File: src/rtl/sev_seg_mux.sv
// rtl/sev_seg_mux.sv - multiplexed seven-segment driver with iterative double-dabble BCD conversion
// Optional PWM dimming of the anodes is enabled by defining SEV_SEG_PWM_EN.
module sev_seg_mux #(
  parameter int CLK_HZ  = 100_000_000,
  parameter int SCAN_HZ = 1000,
  parameter int DIGITS  = 4,
  parameter int VAL_W   = 8
) (
  input  logic              clk,
  input  logic              rst,
  input  logic [VAL_W-1:0]  value,
  input  logic              load,
  input  logic              hex_mode,
  input  logic              blank_lz,
  input  logic [DIGITS-1:0] dp,
`ifdef SEV_SEG_PWM_EN
  input  logic [3:0]        brightness,
`endif
  output logic              busy,
  output logic              overflow,
  output logic [6:0]        seg,
  output logic              dp_n,
  output logic [DIGITS-1:0] an
);
  localparam int P    = CLK_HZ / SCAN_HZ;
  localparam int PW   = (P > 1) ? $clog2(P) : 1;
  localparam int NIB  = (VAL_W * 30103) / 100000 + 2;
  localparam int BW   = 4 * NIB;
  localparam int HN   = (VAL_W + 3) / 4;
  localparam int CN   = (NIB > HN) ? NIB : HN;
  // One spare nibble keeps the overflow slice non-empty even when every digit fits.
  localparam int MAXN = ((CN > DIGITS) ? CN : DIGITS) + 1;
  localparam int SW   = 4 * MAXN;
  localparam int CW   = $clog2(VAL_W + 1);
  localparam int DSW  = (DIGITS > 1) ? $clog2(DIGITS) : 1;

  typedef enum logic [1:0] {IDLE, SHIFT, COMMIT} state_t;

  state_t              state_q, state_d;
  logic [VAL_W-1:0]    val_q, val_d;
  logic [BW-1:0]       bcd_q, bcd_d;
  logic [CW-1:0]       cnt_q, cnt_d;
  logic                hex_q, hex_d, blz_q, blz_d;
  logic [4*DIGITS-1:0] disp_q, disp_d;
  logic                ovf_q, ovf_d, blank_q, blank_d;
  logic [BW-1:0]       adj;
  logic [SW-1:0]       src;

  always_comb begin
    state_d = state_q;
    val_d   = val_q;
    bcd_d   = bcd_q;
    cnt_d   = cnt_q;
    hex_d   = hex_q;
    blz_d   = blz_q;
    disp_d  = disp_q;
    ovf_d   = ovf_q;
    blank_d = blank_q;
    adj     = bcd_q;
    src     = '0;
    for (int i = 0; i < NIB; i++)
      if (bcd_q[4*i +: 4] >= 4'd5) adj[4*i +: 4] = bcd_q[4*i +: 4] + 4'd3;
    if (hex_q) src[VAL_W-1:0] = val_q;
    else       src[BW-1:0]    = bcd_q;
    case (state_q)
      IDLE: if (load) begin
        val_d   = value;
        hex_d   = hex_mode;
        blz_d   = blank_lz;
        bcd_d   = '0;
        cnt_d   = CW'(VAL_W);
        state_d = hex_mode ? COMMIT : SHIFT;
      end
      SHIFT: begin
        bcd_d = {adj[BW-2:0], val_q[VAL_W-1]};
        val_d = val_q << 1;
        cnt_d = cnt_q - CW'(1);
        if (cnt_q == CW'(1)) state_d = COMMIT;
      end
      COMMIT: begin
        disp_d  = src[4*DIGITS-1:0];
        ovf_d   = |src[SW-1:4*DIGITS];
        blank_d = blz_q;
        state_d = IDLE;
      end
      default: state_d = IDLE;
    endcase
  end

  always_ff @(posedge clk) begin
    if (rst) begin
      state_q <= IDLE;
      val_q   <= '0;
      bcd_q   <= '0;
      cnt_q   <= '0;
      hex_q   <= 1'b0;
      blz_q   <= 1'b0;
      disp_q  <= '0;
      ovf_q   <= 1'b0;
      blank_q <= 1'b0;
    end else begin
      state_q <= state_d;
      val_q   <= val_d;
      bcd_q   <= bcd_d;
      cnt_q   <= cnt_d;
      hex_q   <= hex_d;
      blz_q   <= blz_d;
      disp_q  <= disp_d;
      ovf_q   <= ovf_d;
      blank_q <= blank_d;
    end
  end

  function automatic logic [6:0] enc(input logic [3:0] n);
    case (n)
      4'h0: enc = 7'h40;  4'h1: enc = 7'h79;  4'h2: enc = 7'h24;  4'h3: enc = 7'h30;
      4'h4: enc = 7'h19;  4'h5: enc = 7'h12;  4'h6: enc = 7'h02;  4'h7: enc = 7'h78;
      4'h8: enc = 7'h00;  4'h9: enc = 7'h10;  4'hA: enc = 7'h08;  4'hB: enc = 7'h03;
      4'hC: enc = 7'h46;  4'hD: enc = 7'h21;  4'hE: enc = 7'h06;  default: enc = 7'h0E;
    endcase
  endfunction

  logic [PW-1:0]     presc_q, presc_d;
  logic [DSW-1:0]    sel_q, sel_d;
  logic [6:0]        seg_q, seg_d;
  logic              dpn_q, dpn_d;
  logic [DIGITS-1:0] an_q, an_d;
  logic [DIGITS-1:0] lead0;
  logic [3:0]        nib;
  logic              seen;

  always_comb begin
    presc_d = presc_q + PW'(1);
    sel_d   = sel_q;
    if (presc_q == PW'(P - 1)) begin
      presc_d = '0;
      sel_d   = (sel_q == DSW'(DIGITS - 1)) ? '0 : sel_q + DSW'(1);
    end
    // A digit is a leading zero when it and every digit above it are zero; digit 0 never is.
    seen  = 1'b0;
    lead0 = '0;
    for (int i = DIGITS - 1; i >= 0; i--) begin
      seen     = seen | (disp_q[4*i +: 4] != 4'd0);
      lead0[i] = !seen && (i != 0);
    end
    nib   = disp_q[4*sel_q +: 4];
    seg_d = enc(nib);
    if (ovf_q)                         seg_d = 7'b0111111;
    else if (blank_q && lead0[sel_q])  seg_d = 7'h7F;
    dpn_d = ~dp[sel_q];
    an_d  = ~(DIGITS'(1) << sel_q);
`ifdef SEV_SEG_PWM_EN
    if (((32'(presc_q) * 16) / P) > 32'(brightness)) an_d = '1;
`endif
  end

  always_ff @(posedge clk) begin
    if (rst) begin
      presc_q <= '0;
      sel_q   <= '0;
      seg_q   <= 7'h7F;
      dpn_q   <= 1'b1;
      an_q    <= '1;
    end else begin
      presc_q <= presc_d;
      sel_q   <= sel_d;
      seg_q   <= seg_d;
      dpn_q   <= dpn_d;
      an_q    <= an_d;
    end
  end

  assign busy     = (state_q != IDLE);
  assign overflow = ovf_q;
  assign seg      = seg_q;
  assign dp_n     = dpn_q;
  assign an       = an_q;
endmodule

File: config.mk
export PLATFORM = sky130hd
export DESIGN_NAME = sev_seg_mux
export DESIGN_NICKNAME = d
export VERILOG_FILES = /design/src/rtl/sev_seg_mux.sv
export SDC_FILE = /design/constraint.sdc
export NUM_CORES = 1
export LEC_CHECK = 0
export CAP_MARGIN = 20
export CORE_AREA = 2 2 80 82
export DETAILED_ROUTE_END_ITERATION = 10
export DIE_AREA = 0 0 82 84
export DONT_BUFFER_PORTS = 1
export GPL_ROUTABILITY_DRIVEN = 0
export GPL_TIMING_DRIVEN = 0
export HOLD_SLACK_MARGIN = 0.05
export PLACE_DENSITY = 0.78
export SYNTH_ARGS = -nofsm -noshare
export SYNTH_HDL_FRONTEND = slang
export SYNTH_SLANG_ARGS = --single-unit
File: constraint.sdc
create_clock -name clk -period 4.9 [get_ports clk]
set_clock_uncertainty 0.05 [all_clocks]
set_input_delay 0.49 -clock clk [delete_from_list [all_inputs] [get_ports clk]]
set_output_delay 0.49 -clock clk [all_outputs]
set_load 0.02 [all_outputs]
==> results of run 1 <==
worst max path at each step:
| stage | startpoint | cells past startpoint | slack (ps) | to |
|---|---|---|---|---|
| after floorplan | sel_q[0] | 7 | 2730 | seg[1] |
| after global placement | sel_q[0] | 7 | 2610 | seg[1] |
| after detailed placement | sel_q[0] | 7 | 2540 | seg[1] |
| after CTS | sel_q[0] | 7 | 2520 | seg[1] |
| after global routing | sel_q[0] | 7 | 2420 | seg[1] |
| final | sel_q[0] | 7 | 2510 | seg[1] |
metal layers:
layer	up-vias	track usage, %	part of all wire (%)
met3	11	6.818	5.1
met1	1450	32.07	45
met4	0	9.848	1.5
met2	97	41.54	49
li1	1550	-	-
met5	-	0	0
power breakdown:
part | internal, mW | leakage, nW | switching, mW
clock network | 0.261 | 0.101 | 0.244
registers | 0.678 | 0.652 | 0.0286
logic | 0.0499 | 0.735 | 0.0889
cell families after synthesis:
kind of cell             synth area share [%]
AO/OA/AOI/OAI                           12.04
AND/OR/NAND/NOR                         21.84
flip-flops                              41.67
other                                 0.09756
multiplexers                            7.357
buffers and inverters                   5.143
XOR/XNOR                                5.013
adder cells (fa/ha/maj)                 6.836
metrics by stage:
stage	area [sq um]	util, %	cells	hold slack, ps	power, mW
6_report	4146	68.02	541	220.3	1.350
5_1_grt	4146	68.02	541	206.3	1.397
4_1_cts	4146	68.02	541	205.3	1.355
3_5_place_dp	3940	64.63	525	399.4	0.8584
3_3_place_gp	3940	64.63	525	397.0	0.8532
2_1_floorplan	3844	-	448	379.9	0.8215
layout make-up:
| class | count | area, sq um |
|---|---|---|
| Inverter | 19 | 71.32 |
| Sequential cell | 80 | 1602 |
| Tap cell | 77 | 96.34 |
| Fill cell | 520 | 1949 |
| Buffer | 27 | 126.4 |
| Multi-Input combinational cell | 322 | 2044 |
| Clock inverter | 5 | 55.05 |
| Clock buffer | 11 | 151.4 |
synthesized netlist by cell type (all sizes together):
library cell | number | share of area, %
nand2 | 47 | 4.6
nor2b | 2 | 0.33
nand3b | 5 | 0.98
inv | 19 | 1.9
a32oi | 1 | 0.23
xnor2 | 12 | 2.7
a21oi | 37 | 4.8
dfxtp | 80 | 42
conb | 1 | 0.098
nand4b | 2 | 0.46
nor3 | 8 | 1.0
nor4 | 5 | 0.81
a311oi | 7 | 1.6
and2 | 3 | 0.49
a22oi | 2 | 0.39
nor2 | 58 | 5.7
nand2b | 14 | 2.3
o21ai | 15 | 2.0
a211oi | 8 | 1.6
or3 | 6 | 0.98
mux2i | 11 | 2.9
nand4 | 4 | 0.65
or2 | 1 | 0.16
buf | 9 | 1.5
o211ai | 2 | 0.39
and3 | 3 | 0.49
xor2 | 10 | 2.3
ha | 21 | 6.8
nand3 | 21 | 2.7
a31oi | 4 | 0.65
mux4 | 5 | 3.2
clkbuf | 18 | 1.8
mux2 | 4 | 1.3
o221ai | 2 | 0.46
nor3b | 1 | 0.20
sequential cells by signal, indices dropped and copies added, names as in the netlist:
name / count
presc_q: 17
bcd_q: 16
disp_q: 16
val_q: 8
seg: 7
an: 4
cnt_q: 4
sel_q: 2
state_q: 2
blank_q: 1
blz_q: 1
dp_n: 1
hex_q: 1
==> run_results.csv, run 1 <==
group,metric,value,unit
status,status,"completed",
global_routing,antenna_found_initial,0,
logic_synthesis,synthCells,448,
setup_path,r2r-start,"sel_q[0]",
power,vdd_ir_drop_max,0.0002028,V
run,drv_cap,0,
route,via_per_inst,5.745,
timing,rsz0062_at_grt,"false",
setup_path,path_cells,"buf_6 -> mux4_1 -> inv_1 -> ha_1 -> mux2_4 -> a32oi_1 -> nand2_1",
setup_path,r2r-end,"seg[1]",
layout,layout_commonest_cell,"dfxtp_1",
timing,hold_violations,0,
logic_synthesis,syn_nets,486,
clock_tree,cts.path.max_buffers,2,
route,drt_iter0_drc,150,
global_routing,grt_pass1_wl,13670,microns
timing,relSlewSlack,59.07,%
placement,io_buffers,0,
route,vias,3108,
floorplan,die_area,0.006888,sq mm
clock_tree,postCtsSetupBuffers,0,
logic_synthesis,synth-seq-cells,80,
setup_path,worstSetupPathType,"reg -> reg",
floorplan,io_pins,31,
timing,timing.final.crit_share,48.73,%
timing,setup_tns,0,ps
setup_path,cp.arrival,2560,ps
logic_synthesis,yosysUniqueCellTypes,41,
clock_tree,cts_made_buffers,9,
global_routing,grt_usage,25.63,%
setup_path,r2r_slack,2510,ps
timing,setup_viol,0,
power,leakage,1.488,nW
floorplan,die_w,82,microns
setup_path,cp_max_fo,10,
route,first_pass_iters,4,
min_path,min_delay_path_depth,2,
floorplan,initial_utilization,63.05,%
setup_path,rr_worst_depth,7,
global_routing,overflow,0,
setup_path,crit_path_end_kind,"flip-flop",
clock_tree,cts_resized,0,
logic_synthesis,synth_area,0.003844,sq mm
timing,final.min_clock_period,2388,ps
layout,area_delta_synth_final,7.878,%
clock_tree,htreeDepth,3,
clock_tree,cts_hold_repair.buffers,0,
timing,worst_slew_pin_slew,611.2,ps
floorplan,core_region_area,0.006096,sq mm
route,drc,0,
layout,antennaDiodeCount,0,
setup_path,crit_path_top_delay_cell,"mux4_1",
clock_tree,clockRootBuffer,"clkbuf_8",
logic_synthesis,yosys_warnings,0,
layout,drive_above_1_share,6.250,%
timing,fin_ws,2512,ps
clock_tree,worst_skew_pair.late_latency,360,ps
setup_path,crit_path_max_incr_delay,650,ps
setup_path,crit_required,5070,ps
route,wire_per_inst,15.16,microns
clock_tree,cts.sinks,80,
layout,final_nets,497,
power,p_per_area,325.7,mW/mm^2
setup_path,crit_buf_inv,2,
clock_tree,cts_tree,"built",
placement,preCtsSetupSlack,2542,ps
min_path,hp-start,"hex_mode",
setup_path,cp_top_family,"multiplexers",
setup_path,cp-start-kind,"flip-flop",
timing,timing.fmax,418.8,MHz
placement,dp_hpwl,5924,microns
floorplan,rows,29,
clock_tree,cts.clk_slew.worst_paths,80,ps
logic_synthesis,ys_seq_area_share,41.67,%
floorplan,die_y,84,microns
global_routing,grt_max_degree,14,
global_routing,grt_pass1_vias,3014,
logic_synthesis,syn_avg_cell_area,8.580,sq um
min_path,whs_endpoint,"hex_q",
min_path,hp-class,"in -> reg",
route,detail-route-antenna-nets,0,
layout,mostFrequentLayoutCells,"dfxtp_1, nor2_1, nand2_1",
route,wirelength,8199,microns
timing,drv_slew,0,
Power figures use the tool's default switching activity.
==> run 2: changes to the inputs <==
Settings changed: CORE_AREA 2 2 80 82 to 2 2 82 84, DIE_AREA 0 0 82 84 to 0 0 84 86, PLACE_DENSITY 0.78 to 0.75.
Clock period 4.9 ns to 2.27 ns, I/O delays scaled along.
==> run_results.csv, run 2 (same netlist as run 1, synthesis figures left out) <==
group,metric,value,unit
status,status,"completed",
setup_path,crit_buf_inv,2,
clock_tree,clockRootBuffer,"clkbuf_8",
layout,largest_register,"presc_q",
clock_tree,cts.path.max_buffers,2,
timing,setup_tns,0,ps
route,wirelength,8382,microns
setup_path,crit_path_top_delay_cell,"mux4_2",
setup_path,crit_path_max_incr_delay,590,ps
floorplan,initial_utilization,61.23,%
placement,io_buffers,0,
setup_path,cp.arrival,2360,ps
power,p_per_area,702.1,mW/mm^2
route,detail-route-antenna-nets,0,
setup_path,path_cells,"buf_6 -> mux4_2 -> inv_4 -> ha_1 -> mux2_4 -> a32oi_1 -> nand2_1",
route,via_per_inst,5.662,
layout,antennaDiodeCount,0,
setup_path,cp_max_fo,10,
floorplan,die_y,86,microns
min_path,hp-class,"in -> reg",
power,p_seq_share,50.5,%
clock_tree,cts_tree,"built",
route,vias,3148,
layout,layout_commonest_cell,"dfxtp_1",
timing,worst_slew_pin_slew,649.4,ps
timing,timing.final.crit_share,96.70,%
layout,mostFrequentLayoutCells,"dfxtp_1, nor2_1, nand2_1",
timing,setup_viol,0,
clock_tree,cts_made_buffers,9,
placement,dp_hpwl,5700,microns
route,first_pass_iters,4,
setup_path,crit_path_end_kind,"flip-flop",
setup_path,r2r_slack,70,ps
global_routing,grt_pass1_wl,14280,microns
floorplan,core_region_area,0.006277,sq mm
power,combPwrFrac,10.8,%
floorplan,die_area,0.007224,sq mm
global_routing,grt_usage,24.90,%
timing,relSlewSlack,56.51,%
layout,drive_above_1_share,7.307,%
floorplan,rows,29,
route,drc,0,
layout,num-fill-cells,513,
global_routing,overflow,0,
floorplan,die_w,84,microns
global_routing,antenna_found_initial,0,
global_routing,grt_pass1_vias,3032,
route,drt_iter0_drc,257,
setup_path,crit_required,2440,ps
run,drv_cap,0,
layout,area_delta_synth_final,11.88,%
layout,largest_register_ffs,17,
power,vdd_ir_drop_max,0.0004805,V
power,pwr-share-clk,38.7,%
timing,drv_slew,0,
clock_tree,cts.sinks,80,
setup_path,worstSetupPathType,"reg -> reg",
setup_path,cp_top_family,"multiplexers",
timing,final.min_clock_period,2195,ps
placement,dpl-instance-area,0.003940,sq mm
global_routing,grt_max_degree,14,
floorplan,io_pins,31,
power,switching_power,0.7814,mW
clock_tree,worst_skew_pair.late_latency,360,ps
clock_tree,htreeDepth,3,
power,leakage,1.551,nW
power,internal_power,2.238,mW
clock_tree,cts.clk_slew.worst_paths,90,ps
timing,hold_violations,0,
setup_path,cp-start-kind,"flip-flop",
layout,final_nets,512,
layout,top_regs,"presc_q x17, bcd_q x16, disp_q x16",
power,switching_share,25.88,%
route,wire_per_inst,15.08,microns
layout,fin_area,0.004300,sq mm
timing,timing.fmax,455.6,MHz
run 2: changes by cell type in the layout (fill, tap and decap cells not counted):
cell | before | now
inv_1 | 19 | 18
mux4_1 | 3 | 1
inv_4 | 0 | 1
clkbuf_8 | 11 | 10
bufinv_16 | 1 | 2
mux4_2 | 2 | 4
clkbuf_2 | 1 | 2
buf_4 | 2 | 5
dlygate4sd3_1 | 0 | 12
clkinv_2 | 2 | 1
run 2: power groups by stage:
| stage | sequential (mW) | combinational, mW | clock [mW] |
|---|---|---|---|
| finish | 1.52 | 0.327 | 1.17 |
| global route | 1.53 | 0.366 | 1.25 |
| CTS | 1.52 | 0.315 | 1.18 |
| detailed placement | 1.56 | 0.296 | 0 |
| global placement | 1.55 | 0.289 | 0 |
| floorplan | 1.54 | 0.229 | 0 |
run 2: final timing paths:
| check | startpoint | to | cells after the start |
|---|---|---|---|
| setup / recovery | sel_q[0] | seg[1] | 7 |
| hold / removal | dp[3] | dp_n | 2 |
| setup reg to reg | sel_q[0] | seg[1] | 7 |
| hold reg to reg | presc_q[0] | presc_q[0] | 1 |
run 2: cell type report:
cell class              count  area (sq um)  share of cell area (%)
multi-input cells         322          2037                   47.37
repair buffers             15         142.6                   3.317
well taps                  77         96.34                   2.240
plain buffers              27         127.6                   2.968
clock buffers              11         141.4                   3.288
flip-flops and latches     80          1602                   37.24
inverters                  19         73.82                   1.717
clock inverters             5         80.08                   1.862
run 2: layer usage:
metal / global-route usage, % / wire [microns] / up-vias
li1: - / - / 1588
met3: 4.909 / 410 / 17
met2: 39.85 / 4029 / 79
met1: 31.94 / 3736 / 1464
met5: 0 / 0 / -
met4: 13.34 / 206 / 0
run 2: metrics by stage:
stage / hold WS [ps] / cells / utilization (%) / power [mW] / setup WS (ps)
after floorplan: 313.0 / 448 / - / 1.773 / 103.8
after global placement: 315.9 / 525 / 62.77 / 1.844 / -25.60
after detailed placement: 321.3 / 525 / 62.77 / 1.852 / -88.08
after CTS: 109.0 / 553 / 68.09 / 3.021 / 30.37
after global routing: 128.8 / 556 / 68.51 / 3.143 / -3.622
final: 112.3 / 556 / 68.51 / 3.019 / 74.98
run 2: timing repair:
item | CTS | global route
setup buffers | 0 | 3
hold endpoints to repair | 15 | 0
resized for setup | 3 | 3
endpoints found under the setup margin | 1 | 2
hold buffers | 12 | 0
